==> config.mk <==
export PLATFORM = sky130hd
export DESIGN_NAME = shift_pipe
export DESIGN_NICKNAME = d
export VERILOG_FILES = /design/src/rtl/shift_pkg.sv /design/src/rtl/shift_core.sv /design/src/rtl/shift_pipe.sv
export SDC_FILE = /design/constraint.sdc
export NUM_CORES = 1
export LEC_CHECK = 0
export ABC_AREA = 1
export CAP_MARGIN = 0
export CORE_MARGIN = 5
export CORE_UTILIZATION = 45
export DETAILED_ROUTE_END_ITERATION = 6
export PLACE_DENSITY_LB_ADDON = 0.2
export SLEW_MARGIN = 0
export SYNTH_ARGS = -nofsm -noshare
export SYNTH_HDL_FRONTEND = slang
export SYNTH_SLANG_ARGS = --single-unit
==> constraint.sdc <==
create_clock -name clk -period 3.3 [get_ports clk]
set_input_delay 0.33 -clock clk [delete_from_list [all_inputs] [get_ports clk]]
set_output_delay 0.33 -clock clk [all_outputs]
set_load 0.03 [all_outputs]
==> src/rtl/shift_pkg.sv <==
// Shared types for the shift_pipe operand-2 shifter: shift-type codes and the
// decoded op carried from S1 into S2.
package shift_pkg;

    localparam logic [1:0] SH_LSL = 2'b00;
    localparam logic [1:0] SH_LSR = 2'b01;
    localparam logic [1:0] SH_ASR = 2'b10;
    localparam logic [1:0] SH_ROR = 2'b11;

    // Sized for the widest supported datapath; narrower instances zero-extend a.
    localparam int SHIFT_MAX_W = 128;
    // Wide enough to hold WIDTH+1, the "beyond width" marker for LSL/LSR.
    localparam int SHIFT_N_W   = 9;

    typedef struct packed {
        logic [SHIFT_MAX_W-1:0] a;
        logic [SHIFT_N_W-1:0]   n;
        logic [1:0]             sh_type;
        logic                   rrx;
        logic                   zero;
        logic                   carry;
    } shift_op_t;

endpackage

==> src/rtl/shift_core.sv <==
// Combinational WIDTH-bit shifter for one decoded op.
// SHIFT_PIPE_CARRY_EN compiles in the ARM carry-out; otherwise carry echoes op.carry.
module shift_core
    import shift_pkg::*;
#(
    parameter int WIDTH = 32
) (
    input  shift_op_t        op,
    output logic [WIDTH-1:0] y,
    output logic             carry
);

    localparam logic [SHIFT_N_W-1:0] W_N = SHIFT_N_W'(WIDTH);

    logic [WIDTH-1:0] a;
    logic [WIDTH-1:0] ror_y;

    assign a     = op.a[WIDTH-1:0];
    assign ror_y = (a >> op.n) | (a << (W_N - op.n));

    generate
        if (WIDTH < SHIFT_MAX_W) begin : g_hi
            logic unused_a_hi;
            assign unused_a_hi = ^op.a[SHIFT_MAX_W-1:WIDTH];
        end
    endgenerate

    // Shifts by >= WIDTH naturally yield 0 (or all-sign for ASR).
    always_comb begin
        y = a;
        if (op.zero) begin
            y = a;
        end else if (op.rrx) begin
            y = {op.carry, a[WIDTH-1:1]};
        end else begin
            case (op.sh_type)
                SH_LSL:  y = a << op.n;
                SH_LSR:  y = a >> op.n;
                SH_ASR:  y = $unsigned($signed(a) >>> op.n);
                default: y = ror_y;
            endcase
        end
    end

`ifdef SHIFT_PIPE_CARRY_EN
    logic [SHIFT_N_W-1:0] n_m1;
    logic [WIDTH-1:0]     lsl_pre;
    logic [WIDTH-1:0]     lsr_pre;

    // Shifting by n-1 leaves the last bit shifted out at the edge.
    assign n_m1    = op.n - SHIFT_N_W'(1);
    assign lsl_pre = a << n_m1;
    assign lsr_pre = a >> n_m1;

    always_comb begin
        carry = op.carry;
        if (op.zero) begin
            carry = op.carry;
        end else if (op.rrx) begin
            carry = a[0];
        end else begin
            case (op.sh_type)
                SH_LSL:  carry = (op.n <= W_N) ? lsl_pre[WIDTH-1] : 1'b0;
                SH_LSR:  carry = (op.n <= W_N) ? lsr_pre[0] : 1'b0;
                SH_ASR:  carry = (op.n < W_N) ? lsr_pre[0] : a[WIDTH-1];
                default: carry = ror_y[WIDTH-1];
            endcase
        end
    end
`else
    assign carry = op.carry;
`endif

endmodule

==> src/rtl/shift_pipe.sv <==
// Two-stage pipelined barrel shifter (LSL/LSR/ASR/ROR/RRX) with valid/ready on both ports.
// SHIFT_PIPE_CARRY_EN selects the ARM carry-out; otherwise out_carry is the op's in_carry.
module shift_pipe
    import shift_pkg::*;
#(
    parameter int WIDTH = 32,
    parameter int AMT_W = 8
) (
    input  logic             clk,
    input  logic             reset,
    input  logic             in_valid,
    output logic             in_ready,
    input  logic [WIDTH-1:0] in_a,
    input  logic [AMT_W-1:0] in_amt,
    input  logic [1:0]       in_type,
    input  logic             in_imm,
    input  logic             in_carry,
    output logic             out_valid,
    input  logic             out_ready,
    output logic [WIDTH-1:0] out_y,
    output logic             out_carry
);

    localparam int CMP_W = ((AMT_W > SHIFT_N_W) ? AMT_W : SHIFT_N_W) + 1;
    localparam int LOG_W = $clog2(WIDTH);

    shift_op_t        s1_op;
    shift_op_t        s1_next;
    logic             s1_valid;
    logic             s2_valid;
    logic             s2_load;
    logic             s1_adv;
    logic             in_fire;
    logic             amt_zero;
    logic [WIDTH-1:0] core_y;
    logic             core_carry;

    assign s2_load   = !s2_valid || out_ready;
    assign s1_adv    = s1_valid && s2_load;
    assign in_ready  = !s1_valid || s1_adv;
    assign in_fire   = in_valid && in_ready;
    assign out_valid = s2_valid;
    assign amt_zero  = (in_amt == '0);

    // Reduce the amount to what the shifter needs: ROR only cares about n mod WIDTH,
    // LSL/LSR/ASR collapse every amount beyond WIDTH onto WIDTH+1.
    always_comb begin
        s1_next         = '0;
        s1_next.a       = SHIFT_MAX_W'(in_a);
        s1_next.sh_type = in_type;
        s1_next.carry   = in_carry;
        s1_next.zero    = amt_zero && (!in_imm || in_type == SH_LSL);
        s1_next.rrx     = amt_zero && in_imm && in_type == SH_ROR;
        if (in_type == SH_ROR) begin
            s1_next.n = SHIFT_N_W'(in_amt[LOG_W-1:0]);
        end else if (amt_zero && in_imm) begin
            s1_next.n = SHIFT_N_W'(WIDTH);
        end else if (CMP_W'(in_amt) > CMP_W'(WIDTH)) begin
            s1_next.n = SHIFT_N_W'(WIDTH + 1);
        end else begin
            s1_next.n = SHIFT_N_W'(in_amt);
        end
    end

    always_ff @(posedge clk) begin
        if (reset) begin
            s1_valid <= 1'b0;
            s1_op    <= '0;
        end else begin
            if (in_ready) begin
                s1_valid <= in_valid;
            end
            if (in_fire) begin
                s1_op <= s1_next;
            end
        end
    end

    shift_core #(
        .WIDTH (WIDTH)
    ) u_core (
        .op    (s1_op),
        .y     (core_y),
        .carry (core_carry)
    );

    always_ff @(posedge clk) begin
        if (reset) begin
            s2_valid  <= 1'b0;
            out_y     <= '0;
            out_carry <= 1'b0;
        end else if (s2_load) begin
            s2_valid <= s1_valid;
            if (s1_valid) begin
                out_y     <= core_y;
                out_carry <= core_carry;
            end
        end
    end

endmodule

### Yosys cells after proc, flatten, opt, wreduce, memory -nomap -nowiden

Cells that the tools add are included.

| storage, ports and cells | value |
|---|---|
| flip-flop bits (word level) | 81 |
| latch bits | 0 |
| memory bits (writable) | 0 |
| bits in read-only memories | 0 |
| input bits | 48 |
| logic and storage cells | 41 |
| memories | 0 |

| operators by class | value |
|---|---|
| add/subtract/negate cells | 1 |
| multipliers | 0 |
| div/mod/pow operators | 0 |
| order comparisons | 1 |
| equal/unequal tests | 3 |
| shift-type cells | 4 |
| multiplexer cells | 6 |
| bitwise logic cells | 1 |
| reduce and logical (&&, ||, !) cells | 15 |

Operators with widths:

| operator | count |
|---|---|
| $pmux 32 s3 | 1 |
| $mux 32 | 2 |
| $shl 32x9->32 | 2 |
| $or 32x32->32 | 1 |
| $shr 32x9->32 | 1 |
| $sshr 32x9->32 | 1 |
| $mux 8 | 3 |
| $sub 6x9->9 const A | 1 |
| $gt 8x6->1 const B | 1 |
| $logic_not 8->1 | 1 |
| $logic_and 1x1->1 | 5 |
| $eq 2x2->1 const B | 2 |
| $logic_not 2->1 | 2 |
| $logic_not 1->1 | 3 |
| $logic_or 1x1->1 | 3 |
| $eq 2x1->1 const B | 1 |
| $reduce_and 2->1 | 1 |

### Logic depth before layout (Yosys ltp)

Gate-level depths: netlist of run 1.

| depth | value |
|---|---|
| depth in word-level cells | 6 |
| depth in mapped cells | 24 |
| depth with buffers taken out | 20 |

### Modules after synthesis

From an unflattened synthesis of run 1, not the netlist that was laid out.

| unflattened totals | value |
|---|---|
| cell total of the unflattened synthesis | 1944 |
| area, all modules | 10103.4 um2 |

Modules (own cells, without submodules):

| module | instances | cells each | area each (um2) | sequential area each (um2) |
|---|---|---|---|---|
| shift_core | 1 | 1575 | 7206.9 | 0.0 |
| shift_pipe | 1 | 369 | 2896.5 | 1601.5 |

### Worst setup path before layout of run 1

Ideal clock, no wire load.

| timing path | value |
|---|---|
| path type | flip-flop to flip-flop |
| start | reg s1_op[6] (netlist bit) |
| end | reg out_y[14] |
| library setup time | 134 ps |
| arrival | 2375 ps |
| data required time | 3166 ps |
| setup slack | 791 ps |
| stages on the path, launching flop included | 22 |
| path buffers | 4 |
| clock period less this slack | 2509 ps |
| cells stage by stage | dfxtp_1 buf_2 inv_1 buf_2 buf_2 ha_1 inv_1 nor2_1 nor2_1 inv_1 clkbuf_1 nand3_1 nand3_1 nand2_1 nand2_1 nand2_1 nand2_1 nand3_1 nand2_1 nand2_1 nand2_1 a21oi_1 |

| between the ends | value |
|---|---|
| longest elaborated chain between the ends | 6 |
| elaborated cells on any way between the ends | 9 |
| those cells by class | add/sub: 1; shift: 4; mux: 3; bitwise: 1 |

RTL lines:

| element | line | RTL |
|---|---|---|
| from (decl) | shift_pipe.sv:27 | `shift_op_t s1_op;` |
| from (signal assigned) | shift_pipe.sv:74 | `s1_op <= s1_next;` |
| $sub 6x9->9 | shift_core.sv:19 | `assign ror_y = (a >> op.n) \| (a << (W_N - op.n));` |
| $shl 32x9->32 | shift_core.sv:19 |  |
| $or 32x32->32 | shift_core.sv:19 |  |
| $pmux 32 s3 * | shift_core.sv:36 | `case (op.sh_type)` |
| $mux 32 * | shift_core.sv:33 | `end else if (op.rrx) begin` |
| $mux 32 * | shift_core.sv:31 | `if (op.zero) begin` |
| to (signal assigned) | shift_pipe.sv:95 | `out_y <= core_y;` |
| to (decl) | shift_pipe.sv:20 | `output logic [WIDTH-1:0] out_y,` |

Every way passes the cells marked *; elsewhere a longest branch is shown, timed or not.
A chain may end at the register's enable or synchronous reset.

### Final worst setup path of run 1

| timing path | value |
|---|---|
| start | reg s1_op[11] (netlist bit) |
| end | reg out_y[25] |

The elaborated chain is that of the path after synthesis.

==> results of run 1 <==
## placed cells by master, fill, tap and decap left out, types with 15 or more instances in the layout
master | Yosys | final
sky130_fd_sc_hd__nand3_1 | 459 | 459
sky130_fd_sc_hd__o21ai_1 | 15 | 15
sky130_fd_sc_hd__inv_2 | 14 | 15
sky130_fd_sc_hd__o21ai_0 | 69 | 69
sky130_fd_sc_hd__nor2_1 | 162 | 161
sky130_fd_sc_hd__inv_1 | 62 | 61
sky130_fd_sc_hd__clkdlybuf4s50_1 | 0 | 82
sky130_fd_sc_hd__dfxtp_1 | 80 | 78
sky130_fd_sc_hd__nand4_1 | 31 | 31
sky130_fd_sc_hd__nand2_1 | 694 | 692
sky130_fd_sc_hd__buf_4 | 7 | 55
sky130_fd_sc_hd__a21oi_1 | 131 | 131
## through the flow
| step | util, % | cell area (um2) | instances | power (W) |
|---|---|---|---|---|
| 3_5_place_dp | 50.9 | 10800 | 2187 | 0.00336 |
| 4_1_cts | 52.5 | 11100 | 2203 | 0.00454 |
| 3_3_place_gp | 50.9 | 10800 | 2187 | 0.00337 |
| 6_report | 52.5 | 11100 | 2204 | 0.00467 |
| 5_1_grt | 52.5 | 11100 | 2203 | 0.00486 |
| 2_1_floorplan | - | 9710 | 1906 | 0.00251 |
## power groups by stage
stage / Combinational [W] / Sequential, W / Clock [W]
floorplan: 0.00137 / 0.00114 / 0
global placement: 0.00223 / 0.00114 / 0
detailed placement: 0.00223 / 0.00114 / 0
CTS: 0.00223 / 0.00111 / 0.00120
global route: 0.00250 / 0.00112 / 0.00124
finish: 0.00234 / 0.00113 / 0.00120
## worst max-delay path, delay by kind of cell, from the launching register on
family,cells,cell delay [ps]
buffers and inverters,2,330
flip-flops,1,380
AO/OA/AOI/OAI,2,150
AND/OR/NAND/NOR,12,2000
## flip-flops by register name, indices dropped and copies added, names as in the netlist
register   count
out_carry      1
out_valid      1
out_y         32
s1_valid       1
s1_op         45
## routing by layer
layer / up-vias / global-route usage (%)
li1: 6362 / -
met1: 6358 / 56.6
met2: 1200 / 63.6
met3: 240 / 12.9
met4: 0 / 25.1
met5: - / 0
## worst paths after layout
check / start / end / slack, ps / cells past startpoint
worst max-delay path: s1_op[11]$_SDFFE_PP0P_ / out_y[25]$_SDFFE_PP0P_ / 230 / 16
worst min-delay path: out_y[26]$_SDFFE_PP0P_ / out_y[26]$_SDFFE_PP0P_ / 470 / 2
worst max register to register: s1_op[11]$_SDFFE_PP0P_ / out_y[25]$_SDFFE_PP0P_ / 230 / 16
worst min register to register: out_y[26]$_SDFFE_PP0P_ / out_y[26]$_SDFFE_PP0P_ / 470 / 2
## cell type report
cell class                      instances  area [um2]  share of cell area (%)
Inverter                               76         285                    2.57
Sequential cell                        80        1600                    14.4
Timing Repair Buffer                  142        1330                    12.0
Clock buffer                            9         225                    2.03
Multi-Input combinational cell       1614        7200                    64.8
Tap cell                              275         344                    3.10
Clock inverter                          7         108                   0.969
Antenna cell                            1        2.50                  0.0225
## kinds of logic (layout without fill, tap and decap cells)
kind of cell | count (synthesis) | count (layout)
fa+ha+maj | 1 | 1
buf+inv | 212 | 234
other cells | 0 | 1
flops | 80 | 80
simple gates | 1381 | 1381
compound gates | 232 | 232
==> results, run 1 <==
- The die is 157 um wide.
- The worst relative slew slack is 12.9%.
- The internal power of the cells totals 0.00238 W.
- Dividing the detail-routed wire length by the instance count gives 24.7 um.
- Cells with a size suffix above 1 make up 6.54% of the layout.
- The leakage power figure is 5.33 nW.
- For the pin with the worst max-slew slack, the measured transition is 1310 ps.
- The fraction of the mapped netlist area in simple logic gates is 61.4%.
- Net switching is 48.9% of the power.
- In the routed design, unresolved DRC markers number 0.
- The final-layout fill cell count is 2328.
- Dividing total power by cell area gives a power density of 420 mW/mm2.
- The shortest period the worst path allows is 3070 ps.
- In the synthesized netlist the dominant register cell turns out to be sky130_fd_sc_hd__dfxtp_1.
- After Yosys synthesis, XOR and XNOR cells account for 0% of the synthesized area.
- The CTS sink count is 80.
- The number of standard cells after synthesis is 1906.
- The relative contribution of the clock network to total power is 25.6%.
- The number of max-cap violations is 0.
- In this run, distinct cell masters in the synthesized netlist total 34.
- The clock skew is 21.2 ps.
- The overall routing resource usage is 43.4%.
- Compared with the post-synthesis result, the final layout area differs by 14.3%.
- The via count of the first global-routing pass is 12862.
- The run finished with clean final reports.
- The post-synthesis share of cell area spent on full adders, half adders and majority gates is 0.129%.
- TritonCTS built the clock tree.
- In this design, the critical path's most frequently occurring cell is sky130_fd_sc_hd__nand2_1.
- The floorplan step set the die height to 157 um.
- The routed metal-1 wirelength is 20400 um.
- The maximum fanout along the worst path is 32.
- The remaining global-route overflow is 0.
- Walking the worst path, the cells encountered are nor2_4 -> buf_12 -> nand2_1 -> nand2_1 -> nand3_1 -> o21ai_0 -> buf_4 -> and2_1 -> nor2_1 -> nor2_1 -> nand2_1 -> nand4_1 -> nand3_1 -> nand2_1 -> nand2_1 -> a21oi_1.
- The count of flip-flops with a built-in enable after synthesis is 0.
- The routed via count divided by cell count is 6.42.
- The area fraction of the dominant cell type after synthesis is 26.8%.
- The pre-antenna-repair detailed-routing pass consisted of 7 iterations.
- The part of the total power dissipated in sequential elements is 24.1%.
- The cell with the most instances after synthesis is sky130_fd_sc_hd__nand2_1.
- Multiplexer cells account for 0% of the synthesized area.
- OpenSTA, run right after detailed placement, puts the worst setup slack at 524 ps.
- The number of hold violations in the final report is 0.
- The post-DP HPWL is 42000 um.
- The async set-or-reset flop fraction in the synthesized netlist is 0%.
- The initial utilization of the core area, before any placement, comes to 45.9%.
- The worst-case IR drop observed on VDD is 300 uV.
- On the final layout, the worst hold slack is 470 ps.
- The switching power of the nets is 0.00228 W.
- The timing-limited maximum frequency is 326 MHz.
- The via count of the routed design is 14160.
- At the end of routability-driven placement, the weighted congestion stood at 1.08.
- The first global-routing pass estimated 80300 um of wire.
- The number of antenna violations at the first check in global routing is 2.
- The highest metal layer with signal wires is met4.
- Counting flops and latches in the post-synthesis netlist gives 80.
- The synthesized netlist occupies a cell area of 0.00971 mm2.
- The sum of negative setup slack is 0 ps.
- The net count of the finished layout is 1972.
- The largest family of logic cells by synthesized area is simple AND/OR/NAND/NOR gates.
- The largest net degree at the start of global routing is 63.
- The floorplan row count is 53.
- Gates resized during post-CTS repair numbered 0.
- In this run the standard cell core region covers 0.0212 mm2.
- The number of buffers added for setup after CTS is 0.
- The H-tree was split into 3 levels.
- The routed wire length on met2 is 22200 um.
- The cell with the largest stage delay on the worst path is sky130_fd_sc_hd__dfxtp_1.
- Setup repair after global routing left no endpoint under its margin.
- The number of pins with negative max-slew slack in the final report is 0.
- The number of clock buffers inserted by TritonCTS is 9.
- The count of routing violations after the opening detailed-route iteration is 2414.
- The average size of a mapped cell is 5.10 um2.
- Across all setup checks in the final design, the least slack found is 232 ps.
- The synthesized netlist devotes 12.5% of its cell area to compound gates.
- The power share of the combinational group is 50.2%.
- Summed over all instances, the cell type with the most area after synthesis is sky130_fd_sc_hd__nand2_1.
- The sequential element share of the synthesized area is 16.5%.
- On the worst path, the slowest cell contributes a delay of 380 ps.
- The die covers 0.0246 mm2.
- The final worst-path cycle share is 93.0%.
- After synthesis, the cell types taking the most area are sky130_fd_sc_hd__nand2_1, sky130_fd_sc_hd__nand3_1, sky130_fd_sc_hd__dfxtp_1, sky130_fd_sc_hd__a21oi_1, sky130_fd_sc_hd__nor2_1.
- The capturing element type of the critical path is a flop.
- The number of buffers on the longest clock path is 2.
- After detailed routing, the met3 layer carries 7820 um of wire.
- The type of element launching the critical path is a flop.
- Clock tree synthesis selected as its root buffer the cell sky130_fd_sc_hd__clkbuf_16.
- The final setup violation count is 0.
- For the worst-skew pair, the clock arrives at the later sink with an insertion delay of 370 ps.
- The critical path arrival is 3290 ps.
- The quantity of hold-fixing buffers added after cts is 0.
- The Yosys step of the flow raised 0 warnings.
- 83 I/O pins were placed.
- Counting instances in the post-synthesis netlist gives the leading cell types as sky130_fd_sc_hd__nand2_1, sky130_fd_sc_hd__nand3_1, sky130_fd_sc_hd__nor2_1.
- At the worst endpoint, the required time is 3520 ps.
- Input and output buffers added on the ports amount to 82.
- The worst setup path is of the flop to flop kind.
- The total nets after synthesis is 1955.
- After detailed routing, the total wire length is 54400 um.
- The path class of the tightest hold or removal check is flop to flop.
- After clock tree synthesis, the clock-pin slew on the worst setup and hold paths is 70 ps.
- The antenna violation net count after detailed routing is 0.
No activity file was read; power rests on OpenSTA's default activity.
==> run 2, diff against run 1 <==
- clock period: 3.3 -> 2.73 ns (I/O delays scaled with it)
==> run 2 against run 1 <==
  * The run now ends with DRC left
  * Critical endpoint unchanged
  * Flip-flop and latch count unchanged
  * Register-to-register slack got worse by 210 ps
  * Critical path type unchanged
  * Largest power group unchanged
  * Sequential power increased by 19%
==> results, run 2 (synthesis gave the netlist of run 1 again) <==
- The run finished, with violations left.
- The final reports fail on DRC.
- The overall routing resource usage came to 42.1% (-1.4 points).
- The multi-input gate area in the final layout came to 0.00726 mm2 (+0.85%).
- The relative contribution of the clock network to total power is 24.6% (-1.0 points).
- The final-layout fill cell count is 2284 (-1.9%).
- The average wire length per cell after detail routing is 23.7 um (-3.9%).
- The switching part of the total is 49.1% (+0.16 points).
- The final cell area excluding filler cells is 0.0114 mm2 (+2.2%).
- The worst reg2reg path depth came to 15 (-1).
- The number of levels the H-tree was split into is 3 (unchanged).
- The remaining global-route overflow is 0 (unchanged).
- The register name with the most flops is s1_op.
- The number of nets in the finished design is 1992 (+1.0%).
- The critical path depth in cells is 15 (-1).
- The total detailed-routing wirelength is 52800 um (-3.1%).
- The ratio of cells with drive above 1 in the final layout came to 8.57% (+2.0 points).
- The floorplan row count is 53 (unchanged).
- The worst register-to-register path begins at s1_op[11]$_SDFFE_PP0P_.
- The post-place instance area is 0.0110 mm2 (+1.9%).
- The antenna violation net count after detailed routing is 0 (unchanged).
- The maximum fanout along the worst path is 32 (unchanged).
- The later-pin clock latency in the skew report is 370 ps (about the same).
- The signal on the critical path passes through nor2_4 -> buf_12 -> nand2_1 -> nand2_1 -> nand3_1 -> o21ai_0 -> and2_1 -> nor2_1 -> nor2_1 -> nand2_1 -> nand4_1 -> nand3_1 -> nand2_1 -> nand2_1 -> a21oi_1.
- The number of clock buffers inserted by TritonCTS came to 9 (unchanged).
- In this run the critical register-to-register path is captured at out_y[25]$_SDFFE_PP0P_.
- The post-route DRC violation count came to 38 (+38).
- The routed via count divided by cell count is 6.36 (-1.1%).
- The highest ir drop seen on vdd is 375 uV (+25%).
- The number of iterations in the first detailed-routing pass is 7 (unchanged).
- The worst min-delay path class is flop to flop.
- The final setup violation count came to 0 (unchanged).
- The actual slew at the worst max-slew pin is 878 ps (-429 ps).
- The clock-pin slew on the worst setup and hold paths came to 70 ps (about the same).
- The worst relative slew slack is 41.4% (+29 points).
- The number of pins with negative max-slew slack in the final report came to 0 (unchanged).
- The number of top-level pins is 83 (unchanged).
- The number of antenna violations at the first check in global routing came to 0 (-2).
- In the final layout, the registers with the most flip-flops are s1_op x45, out_y x32.
- In the layout the commonest cells are sky130_fd_sc_hd__nand2_1, sky130_fd_sc_hd__nand3_1, sky130_fd_sc_hd__nor2_1.
- The via count of the first global-routing pass was 12659 (-1.6%).
- The first-pass GRT wire length is 78300 um (-2.4%).
- The count of antenna diodes in the layout came to 0 (-1).
- The cell sitting at the root of the clock tree is a sky130_fd_sc_hd__clkbuf_16.
- The final worst-path cycle share is 99.2% (+6.2 points).
- The most numerous cell type found on the critical path is sky130_fd_sc_hd__nand2_1.
- The timing startpoint of the critical path is s1_op[11]$_SDFFE_PP0P_.
- The area of the core is 0.0212 mm2 (unchanged).
- The shortest period the worst path allows is 2710 ps (-360 ps).
- The die boundary height is 157 um (unchanged).
- The initial core utilization is 45.9% (unchanged).
- The area enclosed by the die boundary is 0.0246 mm2 (unchanged).
- The critical path arrival was 2930 ps (-360 ps).
- The largest net degree at the start of global routing is 67 (+6.3%).
- The library cell used most frequently in the layout, excluding fill and tap cells, is sky130_fd_sc_hd__nand2_1.
- The maximum cell stage delay along the critical path is 390 ps (about the same).
- The data required time at the worst endpoint is 2950 ps (-570 ps).
- The instance count along the most critical hold path was 2 (unchanged).
- The hold slack was 472 ps (+1.92 ps).
- The area taken by flip-flops and latches is 0.00160 mm2 (unchanged).
- The timing-limited maximum frequency is 369 MHz (+13%).
- The part of the total power dissipated in sequential elements came to 23.8% (-0.3 points).
- The TritonCTS clock tree is yes.
- The CTS sink count was 80 (unchanged).
- The end of the critical path is out_y[25]$_SDFFE_PP0P_.
- The post-DP HPWL came to 41300 um (-1.7%).
- Compared with the post-synthesis result, the final layout area differs by 16.9%.
- The startpoint identified for the worst hold timing path is out_carry$_SDFFE_PP0P_.
- The switching power of the nets is 0.00275 W (+21%).
- The count of routing violations after the opening detailed-route iteration was 2219 (-8.1%).
- The worst setup slack for register-to-register paths is 20 ps (-210 ps).
- The path type of the worst setup path is flop to flop.
- The via count of the routed design came to 14129 (-0.22%).
- The flip-flop count of the largest register, all copies and words added is 45 (unchanged).
- The number of buffers on the longest clock path is 2 (unchanged).
- The worst setup path is captured at a flop.
- The number of hold violations in the final report came to 0 (unchanged).
- The last weighted congestion value of the routability-driven placer is 1.14 (+4.9%).
- The leakage power figure is 5.45 nW (+2.2%).
- The type of element launching the critical path is a flop.
- The floorplan die width is 157 um (unchanged).
- The number of max-cap violations came to 0 (unchanged).
- The number of input and output port buffers inserted is 82 (unchanged).
- The dominant delay contributor by cell family on the critical path is simple AND/OR/NAND/NOR gates.
- The power density over the cells is 494 mW/mm2 (+18%).
- The power share of the combinational group is 51.6% (+1.4 points).
- The cell with the largest stage delay on the worst path is sky130_fd_sc_hd__dfxtp_1.
- The internal power contribution is 0.00286 W (+20%).
- The clock skew was 16.2 ps (-5.05 ps).
- The number of buffers and inverters on the critical path is 1 (-1).
run 2: cell types whose count changed in the layout (fill, tap and decap cells not counted), moves of 3 or more:
cell	previous run	this run
sky130_fd_sc_hd__buf_12	5	9
sky130_fd_sc_hd__buf_4	55	69
sky130_fd_sc_hd__nand2_1	692	681
sky130_fd_sc_hd__nand2_2	10	21
sky130_fd_sc_hd__nor2_1	161	156
sky130_fd_sc_hd__nor2_2	9	12
run 2: how the worst min path moves through the flow:
| stage | slack, ps | end |
|---|---|---|
| 2_1_floorplan | 420 | s1_op[6]$_SDFFE_PP0P_ |
| 3_3_place_gp | 450 | out_carry$_SDFFE_PP0P_ |
| 3_5_place_dp | 460 | out_y[6]$_SDFFE_PP0P_ |
| 4_1_cts | 470 | out_y[6]$_SDFFE_PP0P_ |
| 5_1_grt | 490 | out_y[19]$_SDFFE_PP0P_ |
| 6_report | 470 | out_carry$_SDFFE_PP0P_ |
run 2: tightest hold or removal path, cell delays in order (launching register included):
cell and delay, ps:
sky130_fd_sc_hd__dfxtp_1 310, sky130_fd_sc_hd__nand2_1 60, sky130_fd_sc_hd__a21oi_1 50
run 2: layer usage:
layer  GRT usage (%)  vias up  share of wire (%)
met5               0        -                  0
met3            11.4      216                 13
met2            62.1     1128                 41
met4            22.1        0                7.2
met1            56.0     6376                 39
li1                -     6409                  -
run 2: repair_timing:
action / CTS / global route
endpoints found under the setup margin: 0 / 31
hold buffers: 0 / 0
setup buffers: 0 / 0
resized for setup: 0 / 28
run 2: final cells by class:
type / instances / share of cell area [%]
clock inverter: 6 / 0.650
clock buffer: 10 / 2.11
multi-input combinational: 1614 / 64.0
tap: 275 / 3.03
sequential: 80 / 14.1
inverter: 76 / 2.54
timing repair buffer: 162 / 13.6
run 2: through the flow:
step	TNS, ps	setup WS (ps)	utilization [%]	total power [W]	cells
4_1_cts	0	59.1	53.3	0.00545	2223
2_1_floorplan	0	221	-	0.00304	1906
3_5_place_dp	0	92.1	51.8	0.00408	2207
3_3_place_gp	0	99.3	51.8	0.00408	2207
6_report	0	22.1	53.7	0.00561	2223
5_1_grt	-10.4	-7.18	53.7	0.00585	2223
run 2: power groups by stage:
stage                     logic, W  registers, W  clock network (W)
after floorplan            0.00166       0.00138                  0
after global placement     0.00273       0.00135                  0
after detailed placement   0.00273       0.00135                  0
after CTS                  0.00274       0.00133            0.00138
after global routing       0.00309       0.00134            0.00143
final                      0.00289       0.00134            0.00138
